==> src/rtl/tlb_op_seq_pkg.sv <==
// Shared definitions for the TLB op sequencer: op encodings, FSM states,
// TLB geometry and the 92-bit entry layout stored in the TLB array.
// Entry layout (MSB first):
//   rsvd[1:0], vpn2[18:0], asid[7:0], mask[11:0], g,
//   pfn0[19:0], c0[2:0], d0, v0, pfn1[19:0], c1[2:0], d1, v1
// The named fields add up to 90 bits. The top two bits pad the entry to the
// 92-bit array word and are always written as zero.
package tlb_op_seq_pkg;

    localparam int TLB_ENTRIES = 32;
    localparam int TLB_IDXBITS = 5;
    localparam int ENTRY_W     = 92;

    typedef enum logic [1:0] {
        OP_TLBP  = 2'd0,
        OP_TLBR  = 2'd1,
        OP_TLBWI = 2'd2,
        OP_TLBWR = 2'd3
    } tlb_op_e;

    typedef enum logic [2:0] {
        ST_IDLE  = 3'd0,
        ST_SCAN  = 3'd1,
        ST_READ  = 3'd2,
        ST_RDATA = 3'd3,
        ST_WRITE = 3'd4
    } seq_state_e;

    typedef struct packed {
        logic [1:0]  rsvd;
        logic [18:0] vpn2;
        logic [7:0]  asid;
        logic [11:0] mask;
        logic        g;
        logic [19:0] pfn0;
        logic [2:0]  c0;
        logic        d0;
        logic        v0;
        logic [19:0] pfn1;
        logic [2:0]  c1;
        logic        d1;
        logic        v1;
    } tlb_entry_t;

    // Build an array entry from the CP0 fields.
    // The entry is global only when both EntryLo halves are global.
    function automatic tlb_entry_t pack_entry(
        input logic [18:0] vpn2,
        input logic [7:0]  asid,
        input logic [25:0] lo0,
        input logic [25:0] lo1,
        input logic [11:0] mask
    );
        tlb_entry_t e;
        e.rsvd = 2'b00;
        e.vpn2 = vpn2;
        e.asid = asid;
        e.mask = mask;
        e.g    = lo0[0] & lo1[0];
        e.pfn0 = lo0[25:6];
        e.c0   = lo0[5:3];
        e.d0   = lo0[2];
        e.v0   = lo0[1];
        e.pfn1 = lo1[25:6];
        e.c1   = lo1[5:3];
        e.d1   = lo1[2];
        e.v1   = lo1[1];
        return e;
    endfunction

endpackage

==> src/rtl/tlb_op_seq_match.sv <==
// Combinational compare of one TLB entry against an EntryHi value. The MMU
// lookup path uses the same logic.
// Ports:
//   e_vpn2, e_asid, e_mask, e_g : fields of the stored entry
//   hi_vpn2, hi_asid            : EntryHi fields being probed
//   hit                         : entry matches
module tlb_op_seq_match
    import tlb_op_seq_pkg::*;
(
    input  logic [18:0] e_vpn2,
    input  logic [7:0]  e_asid,
    input  logic [11:0] e_mask,
    input  logic        e_g,
    input  logic [18:0] hi_vpn2,
    input  logic [7:0]  hi_asid,
    output logic        hit
);

    logic [18:0] vpn_diff_s;

    // Masked VPN2 compare, then the ASID check (skipped for global entries).
    always_comb begin
        vpn_diff_s = (e_vpn2 ^ hi_vpn2) & ~{7'b0000000, e_mask};
        hit        = (vpn_diff_s == 19'd0) && (e_g || (e_asid == hi_asid));
    end

endmodule

==> src/rtl/tlb_op_seq.sv <==
// Multi-cycle sequencer for TLBP/TLBR/TLBWI/TLBWR. On accept it snapshots the
// CP0 registers and then drives the single-port TLB array. TLBP walks the
// array one entry per cycle. The CP0 load strobes (tlbr/tlbp/tlbwr) and done
// are decoded from the state and pulse for one cycle.
// Ports:
//   clk, resetn            : clock, synchronous active-low reset
//   req_valid/req_op/req_ready : op handshake from commit (ready only in IDLE)
//   done                   : op-complete pulse
//   cp0_*                  : CP0 Index/Random/EntryHi/EntryLo0/EntryLo1/PageMask
//   tlbr, tlbr_*           : TLBR result load into CP0
//   tlbp, tlbp_index       : TLBP result load into CP0 Index
//   tlbwr                  : Random advance strobe on the TLBWR write cycle
//   tlb_addr/we/wdata/rdata: TLB array port (rdata is one cycle after addr)
module tlb_op_seq
    import tlb_op_seq_pkg::*;
(
    input  logic                   clk,
    input  logic                   resetn,
    input  logic                   req_valid,
    input  logic [1:0]             req_op,
    output logic                   req_ready,
    output logic                   done,
    input  logic [31:0]            cp0_index,
    input  logic [31:0]            cp0_random,
    input  logic [31:0]            cp0_entryhi,
    input  logic [31:0]            cp0_entrylo0,
    input  logic [31:0]            cp0_entrylo1,
    input  logic [11:0]            cp0_mask,
    output logic                   tlbr,
    output logic [31:0]            tlbr_lo0,
    output logic [31:0]            tlbr_lo1,
    output logic [31:0]            tlbr_hi,
    output logic [11:0]            tlbr_mask,
    output logic                   tlbp,
    output logic [31:0]            tlbp_index,
    output logic                   tlbwr,
    output logic [TLB_IDXBITS-1:0] tlb_addr,
    output logic                   tlb_we,
    output logic [ENTRY_W-1:0]     tlb_wdata,
    input  logic [ENTRY_W-1:0]     tlb_rdata
);

    localparam int CNT_W = TLB_IDXBITS + 1;

    seq_state_e             state_r;
    logic [CNT_W-1:0]       scan_cnt_r;
    logic [TLB_IDXBITS-1:0] addr_r;
    logic                   is_wr_r;
    tlb_entry_t             snap_r;

    tlb_entry_t             rd_s;
    logic                   hit_s;
    logic                   scan_cmp_s;
    logic                   scan_done_s;
    logic [TLB_IDXBITS-1:0] hit_idx_s;
    logic                   unused_bits;

    assign rd_s      = tlb_rdata;
    assign tlb_wdata = snap_r;
    assign unused_bits = ^{cp0_index[31:TLB_IDXBITS], cp0_random[31:TLB_IDXBITS],
                           cp0_entryhi[12:8], cp0_entrylo0[31:26],
                           cp0_entrylo1[31:26], rd_s.rsvd};

    // The snapshotted EntryHi is compared with the entry read back in the previous cycle.
    tlb_op_seq_match u_match (
        .e_vpn2  (rd_s.vpn2),
        .e_asid  (rd_s.asid),
        .e_mask  (rd_s.mask),
        .e_g     (rd_s.g),
        .hi_vpn2 (snap_r.vpn2),
        .hi_asid (snap_r.asid),
        .hit     (hit_s)
    );

    // Scan bookkeeping. Count 0 only issues address 0, so compares start at
    // count 1, and count TLB_ENTRIES is the last (compare-only) step.
    always_comb begin
        scan_cmp_s  = (state_r == ST_SCAN) && (scan_cnt_r != {CNT_W{1'b0}});
        scan_done_s = scan_cmp_s && (hit_s || (scan_cnt_r == CNT_W'(TLB_ENTRIES)));
        hit_idx_s   = scan_cnt_r[TLB_IDXBITS-1:0] - TLB_IDXBITS'(1);
    end

    // Sequencer FSM: snapshot on accept, then step through the op's states.
    always_ff @(posedge clk) begin
        if (!resetn) begin
            state_r    <= ST_IDLE;
            scan_cnt_r <= {CNT_W{1'b0}};
            addr_r     <= {TLB_IDXBITS{1'b0}};
            is_wr_r    <= 1'b0;
            snap_r     <= '0;
        end else begin
            case (state_r)
                ST_IDLE: begin
                    if (req_valid) begin
                        snap_r     <= pack_entry(cp0_entryhi[31:13], cp0_entryhi[7:0],
                                                 cp0_entrylo0[25:0], cp0_entrylo1[25:0],
                                                 cp0_mask);
                        addr_r     <= (req_op == OP_TLBWR) ? cp0_random[TLB_IDXBITS-1:0]
                                                           : cp0_index[TLB_IDXBITS-1:0];
                        is_wr_r    <= (req_op == OP_TLBWR);
                        scan_cnt_r <= {CNT_W{1'b0}};
                        case (req_op)
                            OP_TLBP: state_r <= ST_SCAN;
                            OP_TLBR: state_r <= ST_READ;
                            default: state_r <= ST_WRITE;
                        endcase
                    end
                end
                ST_SCAN: begin
                    if (scan_done_s) begin
                        state_r <= ST_IDLE;
                    end else begin
                        scan_cnt_r <= scan_cnt_r + CNT_W'(1);
                    end
                end
                ST_READ:  state_r <= ST_RDATA;
                ST_RDATA: state_r <= ST_IDLE;
                ST_WRITE: state_r <= ST_IDLE;
                default:  state_r <= ST_IDLE;
            endcase
        end
    end

    // Array address and the state-decoded strobes. A low resetn suppresses the strobes.
    always_comb begin
        case (state_r)
            ST_SCAN:           tlb_addr = scan_cnt_r[TLB_IDXBITS-1:0];
            ST_READ, ST_WRITE: tlb_addr = addr_r;
            default:           tlb_addr = {TLB_IDXBITS{1'b0}};
        endcase
        req_ready  = (state_r == ST_IDLE);
        tlb_we     = resetn && (state_r == ST_WRITE);
        tlbwr      = resetn && (state_r == ST_WRITE) && is_wr_r;
        tlbr       = resetn && (state_r == ST_RDATA);
        tlbp       = resetn && scan_done_s;
        done       = tlb_we || tlbr || tlbp;
        tlbp_index = hit_s ? {{(32-TLB_IDXBITS){1'b0}}, hit_idx_s} : 32'h8000_0000;
        tlbr_hi    = {rd_s.vpn2, 5'b00000, rd_s.asid};
        tlbr_lo0   = {6'b000000, rd_s.pfn0, rd_s.c0, rd_s.d0, rd_s.v0, rd_s.g};
        tlbr_lo1   = {6'b000000, rd_s.pfn1, rd_s.c1, rd_s.d1, rd_s.v1, rd_s.g};
        tlbr_mask  = rd_s.mask;
    end

endmodule
==> config.mk <==
export PLATFORM = sky130hd
export DESIGN_NAME = tlb_op_seq
export DESIGN_NICKNAME = d
export VERILOG_FILES = /design/src/rtl/tlb_op_seq_pkg.sv /design/src/rtl/tlb_op_seq_match.sv /design/src/rtl/tlb_op_seq.sv
export SDC_FILE = /design/constraint.sdc
export NUM_CORES = 1
export LEC_CHECK = 0
export CAP_MARGIN = 20
export CORE_AREA = 8 8 195 197
export CTS_CLUSTER_SIZE = 24
export DETAILED_ROUTE_END_ITERATION = 10
export DIE_AREA = 0 0 203 205
export DONT_BUFFER_PORTS = 1
export PLACE_DENSITY = 0.3
export SLEW_MARGIN = 20
export SYNTH_ARGS = -nofsm -noshare
export SYNTH_HDL_FRONTEND = slang
export SYNTH_SLANG_ARGS = --single-unit
==> constraint.sdc <==
create_clock -name clk -period 4.9 [get_ports clk]
set_clock_uncertainty 0.1 [all_clocks]
set_input_delay 0.245 -clock clk [delete_from_list [all_inputs] [get_ports clk]]
set_output_delay 0.245 -clock clk [all_outputs]
set_load 0.03 [all_outputs]
==> Word level (Yosys, flattened, before mapping) <==
Cells that the tools add are included.
W data, S select, Z words.
{ "classes": {"add_sub_neg": 2, "mul": 0, "div": 0, "magnitude_cmp": 0, "eq_ne": 11, "n_shift": 0, "n_mux": 10, "bitwise_logic": 4, "reduce_logical": 20} }
{ "ops": {"columns": ["op", "n"], "rows": [
  ["$mux W32", 1],
  ["$and A19 B19 Y19", 1],
  ["$logic_not A19 Y1", 1],
  ["$not A12 Y19", 1],
  ["$xor A19 B19 Y19", 1],
  ["$mux W6", 2],
  ["$pmux W6 S2", 1],
  ["$pmux W5 S2", 1],
  ["$pmux W3 S3", 1],
  ["$eq A8 B8 Y1", 1],
  ["$logic_and A1 B1 Y1", 7],
  ["$add A6 B1 Y6 const B", 1],
  ["$eq A3 B2 Y1 const B", 2],
  ["$eq A6 B6 Y1 const B", 1],
  ["$mux W3", 2],
  ["$ne A2 B2 Y1 const B", 3],
  ["$pmux W3 S2", 1],
  ["$reduce_bool A6 Y1", 1],
  ["$mux W5", 1],
  ["$sub A5 B1 Y5 const B", 1],
  ["$logic_or A1 B1 Y1", 4],
  ["$reduce_and A2 Y1", 2],
  ["$eq A3 B1 Y1 const B", 1],
  ["$eq A3 B3 Y1 const B", 1],
  ["8 further kinds", 8]
]} }
{ "totals": {"reg_bits": 105, "latchBits": 0, "mem_bits_rw": 0, "rom_bits": 0, "in_bits": 269, "memories": 0} }

==> Logic depth before layout (Yosys ltp) <==
Gate-level depths: netlist (run 1).
{ "depth": {"ltp_word": 8, "ltp_mapped": 8, "mapped_depth_nobuf": 8} }

==> Cells and area by module <==
Synthesis (run 1) repeated with hierarchy kept, for this count alone.
{ "unflattened": {"hier_cells": 709, "area_unflattened_um2": 5769.3} }
{ "by_module_without_submodules": {"columns": ["module", "n_inst", "cells_each", "area_each_um2", "seq_area_each_um2"], "rows": [
  ["tlb_op_seq", 1, 669, 5440.2, 2102.0],
  ["tlb_op_seq_match", 1, 40, 329.1, 0.0]
]} }

==> Least setup slack after synthesis (run 1) <==
No wires, ideal clock.
{ "synth_path": {"path_kind": "reg2out", "from": "reg scan_cnt_r[0]", "to": "out done", "arrival_ns": 2.189, "required_ns": 4.555, "slack_ns": 2.366, "path_stages_with_launch": 8, "cell_sequence": "dfxtp_1 -> inv_1 -> ha_1 -> or4b_4 -> nor2_4 -> or3_4 -> a21oi_1 -> or3_1"} }
{ "synth_via": {"elab_chain_cells": 5, "elab_cells_between_ends": 7, "classes_between": "eq/ne (1); reduce/logical (6)"} }
{ "synth_lines": {"columns": ["element", "line_no", "source"], "rows": [
  ["from (decl)", "tlb_op_seq.sv:46", "logic [CNT_W-1:0] scan_cnt_r;"],
  ["from (signal assigned)", "tlb_op_seq.sv:87", "scan_cnt_r <= {CNT_W{1'b0}};"],
  ["from (signal assigned)", "tlb_op_seq.sv:101", "scan_cnt_r <= {CNT_W{1'b0}};"],
  ["from (signal assigned)", "tlb_op_seq.sv:113", "scan_cnt_r <= scan_cnt_r + CNT_W'(1);"],
  ["$eq A6 B6 Y1 or $reduce_bool A6 Y1 (tied branches)", "tlb_op_seq.sv:79, tlb_op_seq.sv:78", null],
  ["$logic_or A1 B1 Y1 or $logic_and A1 B1 Y1 (tied branches)", "tlb_op_seq.sv:79, tlb_op_seq.sv:78", null],
  ["$logic_and A1 B1 Y1 *", "tlb_op_seq.sv:79", "scan_done_s = scan_cmp_s && (hit_s || (scan_cnt_r == CNT_W'(TLB_ENTRIES)));"],
  ["$logic_and A1 B1 Y1 *", "tlb_op_seq.sv:135", "tlbp = resetn && scan_done_s;"],
  ["net tlbp", "tlb_op_seq.sv:34", "output logic tlbp,"],
  ["$logic_or A1 B1 Y1 *", "tlb_op_seq.sv:136", "done = tlb_we || tlbr || tlbp;"],
  ["to (decl)", "tlb_op_seq.sv:22", "output logic done,"]
]} }
The timed path passes the listed nets; every way through them passes the cells marked *.

==> Worst setup path after layout (run 1) <==
{ "layout_path": {"from": "reg snap_r, in the netlist tlb_wdata[89]", "to": "out done"} }
{ "layout_via": {"elab_chain_cells": 8} }
{ "layout_lines": {"columns": ["element", "line_no", "source"], "rows": [
  ["from (decl)", "tlb_op_seq.sv:49", "tlb_entry_t snap_r;"],
  ["from (signal assigned)", "tlb_op_seq.sv:95", "snap_r <= pack_entry(cp0_entryhi[31:13], cp0_entryhi[7:0],"],
  ["$xor A19 B19 Y19", "tlb_op_seq_match.sv:23", "vpn_diff_s = (e_vpn2 ^ hi_vpn2) & ~{7'b0000000, e_mask};"],
  ["$and A19 B19 Y19", "tlb_op_seq_match.sv:23", null],
  ["$logic_not A19 Y1", "tlb_op_seq_match.sv:24", "hit = (vpn_diff_s == 19'd0) && (e_g || (e_asid == hi_asid));"],
  ["$logic_and A1 B1 Y1", "tlb_op_seq_match.sv:24", null],
  ["$logic_or A1 B1 Y1", "tlb_op_seq.sv:79", null],
  ["$logic_and A1 B1 Y1", "tlb_op_seq.sv:79", null],
  ["$logic_and A1 B1 Y1", "tlb_op_seq.sv:135", null],
  ["net tlbp", "tlb_op_seq.sv:34", null],
  ["$logic_or A1 B1 Y1", "tlb_op_seq.sv:136", null]
]} }
The timed path passes the listed nets, and every way through them passes these cells.

==> results list, run 1 <==
* Area of the die: about 42000 um2
- Setup Buffers After CTS: 0
* PostCTS Resize Cnt: 0
* Post-synthesis async set-or-reset flop share: 0
- The worst hold path belongs to the class primary input to register.
- In this run the horizontal extent of the chip is around 200 um.
- Worst voltage drop across the vdd grid: ~0.16 mV
- Cts hold-fix bufs: about 110
* Vias after detailed routing: 4396
- Post-route fraction of the period consumed by the critical path: 0.7143
- Cell Rows: 69
* Final hold viol count: 0
* Final sum of negative setup slack: 0 ns
- Clock latency on the worst-skew pair, taken at its later pin, is 0.37 ns.
* Worst-path cell chain: xnor2_1 -> nand3_1 -> nor4_2 -> o211ai_2 -> buf_4 -> a21oi_1 -> or3_1
- The number of antenna diodes in the final layout is 0.
* Slowest-stage cell, CP: a21oi_1
- Placeable core area: between 30000 and 40000 um2
- The mapped netlist covers around 5600 um2.
* Final Slew Violations: 0
- Top routing layer used: met4
* Warnings from Yosys: 0
* Clock tree sinks: ~110
- Static leakage power: ~2.4 nW
* Antenna violation net count after detailed routing: 0
* TritonCTS clock tree: yes
- Number of top-level pins: a little over 500
- Distinct cell type count after synthesis: between 50 and 60
* Unrepaired setup endpoints after global routing: no
- Number of synthesized flops with an enable pin: 0
- Endpoint arrival time on the critical path: approximately 3.2 ns
- Part of the Yosys area used for sequential elements: 0.3769
* Metal3 WL: 1686 um
- CP delay by family, top: compound AO/OA/AOI/OAI gates
- Measured against its own limit, the worst slew margin works out to 0.3162.
- Final wirelength: between 15000 and 20000 um
* H-tree Lvls: 3
* Power Dens Cells: 335.4 nW/um2
- Leaving out fill and tap cells, the most frequent cells in the layout are nand2_1, dfxtp_1, dlygate4sd3_1.
- Fill cells in the final layout number approximately 4000.
* Category of the most critical setup path: register to primary output
- Layout cells sized above 1: 0.04923
- DRT iter0 DRCs: ~120
- Source of the critical timing path: tlb_wdata[89]
- Number of standard cells after synthesis: around 700
- Metal2 WL: about 9400 um
- Layout net count: ~980
- After detailed routing, the number of vias per cell comes to 3.751.
- Leaving out fill and tap cells, the most frequent cell in the layout is nand2_1.
- Reg-to-Reg Start: state_r[2]
- Clock transition at the registers of the reported paths: 0.07 ns
- The number of clock buffers added by TritonCTS is 9.
- Data on the critical path is required at its endpoint by between 4 and 5 ns.
* Post-Place Cells: 1052
* Primary FF master, synth: dfxtp_1
* Number of buffer and inverter stages on the critical path: 1
- Across every metal layer, demand over resource in global routing totals 0.09034.
- The worst setup path is launched from a register.
- Filler-free cell count of the finished design: roughly 1200
* Maximum capacitance violations: 0
* Area of combinational cells with multiple inputs: between 2000 and 2500 um2
- Global-route wire length before repair: 29150 um
- CTS Root Cell: clkbuf_16
- Sum of routed wire segments on met1: slightly above 8000 um
- The wire-length estimate of the detail-placed layout is ~14000 um.
- In this run the vertical extent of the chip is between 200 and 250 um.
* Total grt overflow: 0
- In this design, the stage delay of the slowest critical-path cell is 0.71 ns.
- Detailed Routing Iterations Pass 1: 4
- Startpoint of the lowest-slack hold path: req_op[1]
* Residual DRC: 0
- Initial Utilization: 0.1595
- Buffers placed on the I/O ports in this run total 0.
- Derived from the worst setup path, the maximum achievable clock frequency is roughly 0.29 GHz.
* Number of failing setup endpoints in the final timing report: 0
- Summing all flip-flop and latch instances after layout gives around 2100 um2.
- Relative to the synthesized area, the layout overhead comes to 16.29%.
- Initial antenna violation count: 0
- Shortest period the worst path allows: around 3.5 ns
* Setup slack of the worst register-to-register path: ~1.5 ns
- Critical path endpoint category: primary output
- Mean instance size in the synthesized netlist: ~7.7 um2
* Largest buffer count on any clock path: 2
- Routed wire length per instance: around 17 um
* Outcome: finished clean
- The number of global-route vias before repair is around 4700.
- Pin count of the biggest net entering global routing: 80
- Biggest fanout along the worst timing path: 15
- At the end of routability-driven placement, the weighted congestion stood at around 0.67.
- Post-synthesis register bit count: 105
* Worst Tran Pin Value: between 1 and 1.5 ns
[final timing paths]
check	endpoint	depth (start not counted)
max	done	7
min	state_r[0]	3
min reg2reg	is_wr_r	2
max reg2reg	tlb_wdata[50]	5
[worst register-to-register path, stage by stage (launching register included)]
cell	delay (ns)
dfxtp_1	0.52
nor3_2	0.82
and2_4	0.90
nand3_1	0.22
dlygate4sd3_1	0.62
a21oi_1	0.13
[Yosys cell counts (2+ instances only)]
cell type  count  area [um2]
nand2_1      196       735.7
buf_4        136        1021
dfxtp_1      105        2102
a21oi_1       93       465.5
clkbuf_1      30       112.6
xnor2_1       29       254.0
nor2_1        20       75.07
nand3_1       13       65.06
buf_2          9       45.04
o21ai_0        7       35.03
nor3_1         6       30.03
o22ai_1        6       37.54
a311oi_1       5       43.79
inv_1          5       18.77
a22oi_1        4       30.03
and3_1         4       25.02
buf_6          4       45.04
nand2b_1       4       25.02
ha_1           3       37.54
nand4_1        3       18.77
and2_1         2       12.51
nand3b_1       2       15.01
nor2b_1        2       12.51
nor4_2         2       25.02
o21ai_1        2       10.01
o221ai_1       2       17.52
xor2_1         2       17.52
[kinds of logic after synthesis]
logic type | after synthesis | share of synthesized area
other | 1 | 0.0006723
AO/OA/AOI/OAI | 129 | 0.1315
adder cells (fa/ha/maj) | 3 | 0.006730
AND/OR/NAND/NOR | 267 | 0.2129
XOR/XNOR | 31 | 0.04868
flip-flops | 105 | 0.3769
buffers and inverters | 184 | 0.2227
[state kept, by name (all words and copies together) (netlist names)]
name and count:
addr_r 5, tlb_wdata 90, scan_cnt_r 6, state_r 3, is_wr_r 1
[through the flow]
stage                     total power, mW  setup WS, ns  hold slack, ns  utilization  area, um2
final                               2.175         1.400         0.05867       0.1855       6486
after global routing                2.307         1.266         0.06685       0.1855       6486
after CTS                           2.242         1.324         0.02522       0.1855       6486
after detailed placement            1.397         1.755          0.2876       0.1474       5152
after global placement              1.395         1.779          0.2835       0.1474       5152
after floorplan                     1.480         2.366          0.2810            -       5743
[cell type report]
type,count,area share
Clock buffer,13,0.04167
Inverter,5,0.003086
Multi-Input combinational cell,475,0.3713
Sequential cell,105,0.3241
Timing Repair Buffer,111,0.1690
Tap cell,461,0.08893
Clock inverter,2,0.001929
[report_power, final]
group	leakage, nW	internal, mW	switching [mW]
clock	0.138	0.384	0.354
combinational	1.35	0.140	0.217
sequential	0.862	0.914	0.167
total	2.35	1.44	0.737
[routing by layer]
metal	GRT usage	up-vias
li1	-	2139
met1	0.1039	2049
met2	0.1460	183
met3	0.04285	25
met4	0.03056	0
met5	0	-
Note: power is estimated with default switching activity, not from simulation.
==> inputs of run 2 (changes only) <==
==> constraint.sdc (replaced) <==
create_clock -name clk -period 2.8 [get_ports clk]
set_clock_uncertainty 0.1 [all_clocks]
set_input_delay 0.14 -clock clk [delete_from_list [all_inputs] [get_ports clk]]
set_output_delay 0.14 -clock clk [all_outputs]
set_load 0.03 [all_outputs]
==> run 2 against run 1 <==
Register-to-register slack lost 1.3 ns. Critical path depth up 1. Hold slack better by 0.0013 ns. Combinational power rose by 110%. Critical path type unchanged. Count of clock-buffer cells in the layout unchanged. Sequential power up 69%. Power up 85%. First-iteration DRC count rose by 25%. Cell count rose by 3.8%. Die area stayed put. Clock power grew 95%. Flip-flop and latch count unchanged. Critical endpoint unchanged.
==> results list, run 2 (same netlist as run 1, synthesis figures left out) <==
* Number of top-level pins: 512
- The worst setup path is captured at a primary output.
- TritonCTS created 9 clock buffers.
- STA puts the critical path data required time at ~2.6 ns.
- Residual DRC: 0
- The later pin in the worst-skew pair is clocked with a latency of around 0.37 ns.
* Die Ht: between 200 and 250 um
- The worst setup path is launched from a register.
- Summed over all cells, the static leakage comes to between 2 and 3 nW.
- The floorplan has slightly below 70 rows.
- In the routed layout, each cell is associated on average with a via count of ~3.7.
- Clock tree synthesis selected as its root buffer the cell clkbuf_16.
* Setup slack of the worst register-to-register path: roughly 0.21 ns
- Along the worst hold path, the cell count comes to 2.
* Number of failing setup endpoints in the final timing report: 0
- The register with the most flip-flops in the layout has 90 of them.
- Number of global-route vias before repair: between 4000 and 5000
- At the end of the flow the core is filled with cells to 0.1977.
- In the finished design, the share of the clock period the worst path needs comes to 0.9508.
- For this block, the initial DRC count from the detailed router was 145.
- Normalized max-slew margin: 0.5648
- The initial antenna violation count was 1.
- Detailed Routing Iterations Pass 1: 4
* Layout cells sized above 1: 0.1060
* Final wirelength: 19700 um
* Final Instance Area: 6912 um2
- Entering global routing, the biggest net connects 95 pins.
* TritonCTS clock tree: yes
* Total grt overflow: 0
- Initial Utilization: 0.1595
- Final hold viol count: 0
- Overall Global Routing Usage: 0.09123
* Vias after detailed routing: 4521
* Reg-to-Reg Start: state_r[2]
- Leaving out fill and tap cells, the most frequent cells in the layout are nand2_1, dlygate4sd3_1, dfxtp_1.
- Type of the tightest min-delay check: primary input to register
- IO buf count: 0
* Biggest fanout along the worst timing path: 8
- The first global-routing pass estimated approximately 29000 um of wire.
* Worst reg-to-reg path cell count: 6
- Leaving out fill and tap cells, the most frequent cell in the layout is nand2_1.
- Layout net count: between 1000 and 1500
* Routed wire length per instance: 16.18 um
- The worst hold path terminates at scan_cnt_r[1].
* Area of the die: 41620 um2
- The flow ran to the end, and the final reports show no timing, DRC or antenna violations.
- Reg-to-Reg End: tlb_wdata[50]
- Unrepaired setup endpoints after global routing: no
- Category of the most critical setup path: register to primary output
- Once placement finished, the instance area stood at about 5500 um2.
- The floorplan step defined a core boundary enclosing approximately 35000 um2.
* Area added between synthesis and finish: 23.91%
- The number of pins with negative max-slew slack in the final report is 0.
* Worst voltage drop across the vdd grid: between 0.2 and 0.3 mV
* Final weighted congestion of routability-driven global placement: approximately 0.68
- Clock tree sinks: around 110
- In this run the deepest clock path goes through 2 buffers.
- The detail route stage leaves a number of antenna-violating nets equal to 0.
- Static timing analysis puts the maximum clock frequency at between 0.3 and 0.4 GHz.
- Clock transition at the registers of the reported paths: about 0.080 ns
* HPWL reported at the end of detailed placement: 14350 um
- Startpoint of the lowest-slack hold path: resetn
- In the final timing run, aggregate negative setup slack is 0 ns.
- Measured along the x axis, the die boundary spans 203 um.
- For the finished layout, the period the worst path requires is between 2 and 3 ns.
- H-tree Lvls: 3
- Power Dens Cells: between 500 and 600 nW/um2
- The tool flagged a number of max-cap violations equal to 0.
* Worst Tran Pin Value: 0.6528 ns
- STA puts the critical path data arrival time at 2.42 ns.
==> run 2: per-layer routing <==
layer  vias to the layer above  wire length, um  track usage
li1                       2229                -            -
met1                      2090             8077       0.1028
met2                       179             9577       0.1504
met3                        23             1726      0.04349
met4                         0              315      0.02979
met5                         -                0            0
==> run 2: worst max path at each step <==
stage | startpoint | end | slack [ns] | cells after the start
6_report | scan_cnt_r[0] | done | 0.14 | 8
5_1_grt | scan_cnt_r[0] | done | 0.001 | 8
4_1_cts | scan_cnt_r[0] | done | 0.09 | 8
3_5_place_dp | tlb_wdata[87] | tlbp_index[4] | 0.42 | 7
3_3_place_gp | tlb_wdata[87] | tlbp_index[2] | 0.42 | 7
2_1_floorplan | scan_cnt_r[0] | done | 0.37 | 7
==> run 2: what timing repair did <==
action                                  4_1_cts  5_1_grt
hold endpoints to repair                    102        0
gates resized for setup                       1        1
endpoints found under the setup margin        1        2
pin swaps                                     0        0
hold buffers                                106        0
buffers inserted                              0        0
==> run 2: area by class of cell <==
type / instances / area (um2)
multi-input combinational: 475 / 2425
sequential: 105 / 2102
fill: 3916 / 28050
antenna: 1 / 2.502
inverter: 5 / 20.02
timing repair buffer: 154 / 1459
tap: 461 / 576.8
clock buffer: 13 / 280.3
clock inverter: 3 / 46.29
==> run 2: where the power goes <==
group / leakage [nW] / internal [mW] / switching [mW]
registers: 0.862 / 1.60 / 0.219
logic: 1.60 / 0.300 / 0.461
clock network: 0.158 / 0.795 / 0.648
==> run 2: per-stage QoR <==
| step | instances | total power, mW | hold WS, ns | worst slack, ns |
|---|---|---|---|---|
| 6_report | 1217 | 4.022 | 0.05994 | 0.1377 |
| 5_1_grt | 1217 | 4.259 | 0.05374 | 0.001290 |
| 4_1_cts | 1216 | 4.132 | 0.03333 | 0.08993 |
| 3_5_place_dp | 1094 | 2.502 | 0.1802 | 0.4211 |
| 3_3_place_gp | 1094 | 2.500 | 0.1795 | 0.4224 |
| 2_1_floorplan | 764 | 2.591 | 0.1760 | 0.3714 |
==> run 2: critical path: stages, from the launching register on <==
cell	delay (ns)
dfxtp_1	0.39
inv_1	0.11
ha_1	0.18
or4b_4	0.53
nor2_4	0.13
or3_4	0.14
a21oi_1	0.06
or3_1	0.33
buf_4	0.17
==> inputs of run 3 (changes only) <==
--- a/config.mk
+++ b/config.mk
@@ -11,7 +11,8 @@
 export DETAILED_ROUTE_END_ITERATION = 10
 export DIE_AREA = 0 0 203 205
 export DONT_BUFFER_PORTS = 1
-export PLACE_DENSITY = 0.3
+export PLACE_DENSITY = 0.39
+export REMOVE_ABC_BUFFERS = 1
 export SLEW_MARGIN = 20
 export SYNTH_ARGS = -nofsm -noshare
 export SYNTH_HDL_FRONTEND = slang
==> run 3 against run 2 <==
Count of clock-buffer cells in the layout grew 1. Flip-flop and latch count is the same. Sequential share of layout area down 0.20 points. Fmax increased by 1.9%. Combinational power increased by 2%. Core utilization is 0.14 points higher. Worst setup slack improved by 0.049 ns. Die area unchanged. Register-to-register slack hardly changed. Final area up 0.71%. Cell count grew 0.41%. Power decreased by 3.1%. Critical endpoint unchanged. Largest cell class unchanged. Highest routed layer is now met5.
==> results list, run 3 (same netlist as run 1, synthesis figures left out) <==
* Outcome: finished clean
* Area of combinational cells with multiple inputs: between 2000 and 2500 um2
- The number of global-route vias before repair came to 4711.
- IO buf count: 0
* H-tree Lvls: 3
- Setup slack of the worst register-to-register path: 0.20 ns
* Placeable core area: 34960 um2
* Flip-flop count of the largest register, all copies and words added: 90
- For the final routed database, the setup TNS stands at 0 ns.
- Normalized max-slew margin: 0.5654
* Pin count of the biggest net entering global routing: approximately 100
* Routed wire length per instance: 20.85 um
- Clock buffer count from CTS: 9
- Along the worst path, the maximum fanout reaches 6.
* Cell Rows: roughly 70
* Vias after detailed routing: 4693
- After clock tree synthesis, the clock-pin slew on the worst setup and hold paths is ~0.070 ns.
* Final wirelength: 25480 um
- STA puts the critical path data required time at roughly 2.6 ns.
- The floorplan step defined a die boundary enclosing between 40000 and 50000 um2.
- Worst-path cell chain: inv_1 -> ha_1 -> or4b_4 -> nor2_4 -> or3_4 -> a21oi_2 -> or3_1 -> buf_12
- Of the total power, the share spent switching nets is 0.3258.
- TritonCTS built the clock tree.
- Overall Global Routing Usage: 0.1154
- The clock period could shrink to 2.613 ns.
- The startpoint identified for the worst hold timing path is resetn.
- For this design the top-level I/O count stands at ~510.
- The layout has between 3000 and 4000 filler cells.
- The share of total power dissipated in combinational logic is 0.199.
* Power Dens Cells: roughly 560 nW/um2
- The first TritonRoute pass finished after 6 iterations.
* Antenna violation net count after detailed routing: 0
- Relative to the synthesized area, the layout overhead comes to 24.79%.
- Endpoint arrival time on the critical path: roughly 2.4 ns
- The top cell types in the final layout, fill and taps aside, are nand2_1, dlygate4sd3_1, dfxtp_1.
- Internal power contribution: roughly 2.6 mW
- Number of failing setup endpoints in the final timing report: 0
- In the final layout, the share of cells above drive strength 1 is 0.1038.
- Of the available clock period, the critical path in the final layout requires 0.9333.
- Worst skew pair latency: between 0.3 and 0.4 ns
- Worst voltage drop across the vdd grid: ~0.33 mV
- Routed via count divided by cell count: 3.840
* Initial antenna violation count: 0
* Total grt overflow: 0
- Achievable clock frequency: 0.3827 GHz
- Maximum capacitance violations: 0
- The slowest stage of the critical path belongs to the cell or4b_4.
* Layout net count: between 1000 and 1500
- For this configuration, the core starts out at a cell density of 0.1595.
- The number of pins with negative max-slew slack in the final report was 0.
* HPWL reported at the end of detailed placement: slightly below 20000 um
- Sequential share of power: 0.466
- CTS Root Cell: clkbuf_16
- In the routed design, unresolved DRC markers number 0.
* Total design power: around 3.9 mW
* Category of the most critical setup path: register to primary output
- DRT iter0 DRCs: between 200 and 250
- The congestion estimate from routability-driven global placement came to 0.7479.
* Clock tree sinks: about 110
* Worst hold slack after final layout: between 0.04 and 0.05 ns
- Source of the critical timing path: scan_cnt_r[1]
* Footprint of the flip-flops and latches: 2103 um2
- After the flow finishes, the layout carries non-filler instances totaling 1222.
* Critical path endpoint category: primary output
- Worst Tran Pin Value: 0.6511 ns
- Overall die width: between 200 and 250 um
- Most frequent standard cell in the layout excluding fill and tap cells: nand2_1
* Post-Place Cells: about 1100
- Reg-to-Reg Start: state_r[2]
* Final hold viol count: 0
- In this design, the stage delay of the slowest critical-path cell is 0.52 ns.
- Unrepaired setup endpoints after global routing: no
- Antenna cells: 0
- The die is 205 um tall.
- Static leakage power: between 2 and 3 nW
- In this run the deepest clock path goes through 2 buffers.
* Net Sw Power: about 1.3 mW
- The min-delay analysis places its worst path in the category primary input to register.
- Global-route wire length before repair: between 30000 and 40000 um
- The share of total power dissipated in the clock network is 0.335.
- STA classifies the critical path startpoint as a register.
## run 3: worst paths after layout
path,endpoint,cells past startpoint
min,scan_cnt_r[1],2
min reg2reg,is_wr_r,2
max reg2reg,tlb_wdata[67],6
max,done,8
## run 3: critical path: cells and delay by family, from the launching register on
kind / cells / cell delay (ns)
fa+ha+maj: 1 / 0.18
flops: 1 / 0.38
compound gates: 1 / 0.04
buf+inv: 2 / 0.26
simple gates: 4 / 1.15
## run 3: area by class of cell
cell class                      instances  share of cell area
Inverter                                5            0.002876
Timing Repair Buffer                  160              0.2211
Clock inverter                          2            0.005393
Clock buffer                           14             0.03649
Multi-Input combinational cell        475              0.3491
Tap cell                              461             0.08287
Sequential cell                       105              0.3022
## run 3: timing repair
action,in CTS,in global routing
hold endpoints to repair,103,0
buffers inserted,1,0
pin swaps,3,0
gates resized for setup,3,1
hold buffers,110,0
setup endpoints to repair,3,1
## run 3: power by group through the flow
stage	clock, mW	sequential [mW]	combinational, mW
floorplan	0	1.89	0.392
global placement	0	1.85	0.638
detailed placement	0	1.85	0.642
CTS	1.40	1.82	0.783
global route	1.43	1.83	0.851
finish	1.31	1.82	0.775
## run 3: metrics by stage
step	setup slack, ns	utilization	area [um2]
6_report	0.1867	0.1991	6960
5_1_grt	0.02920	0.1991	6960
4_1_cts	0.02615	0.1990	6959
3_5_place_dp	0.1519	0.1584	5538
3_3_place_gp	0.2285	0.1584	5538
2_1_floorplan	-0.5449	-	4519
## run 3: layer usage
metal,wire (um),share of wire,GRT usage
met5,138,0.0054,0.02497
met4,295,0.012,0.03263
met3,6367,0.25,0.1382
met2,10790,0.42,0.1656
met1,7893,0.31,0.09942
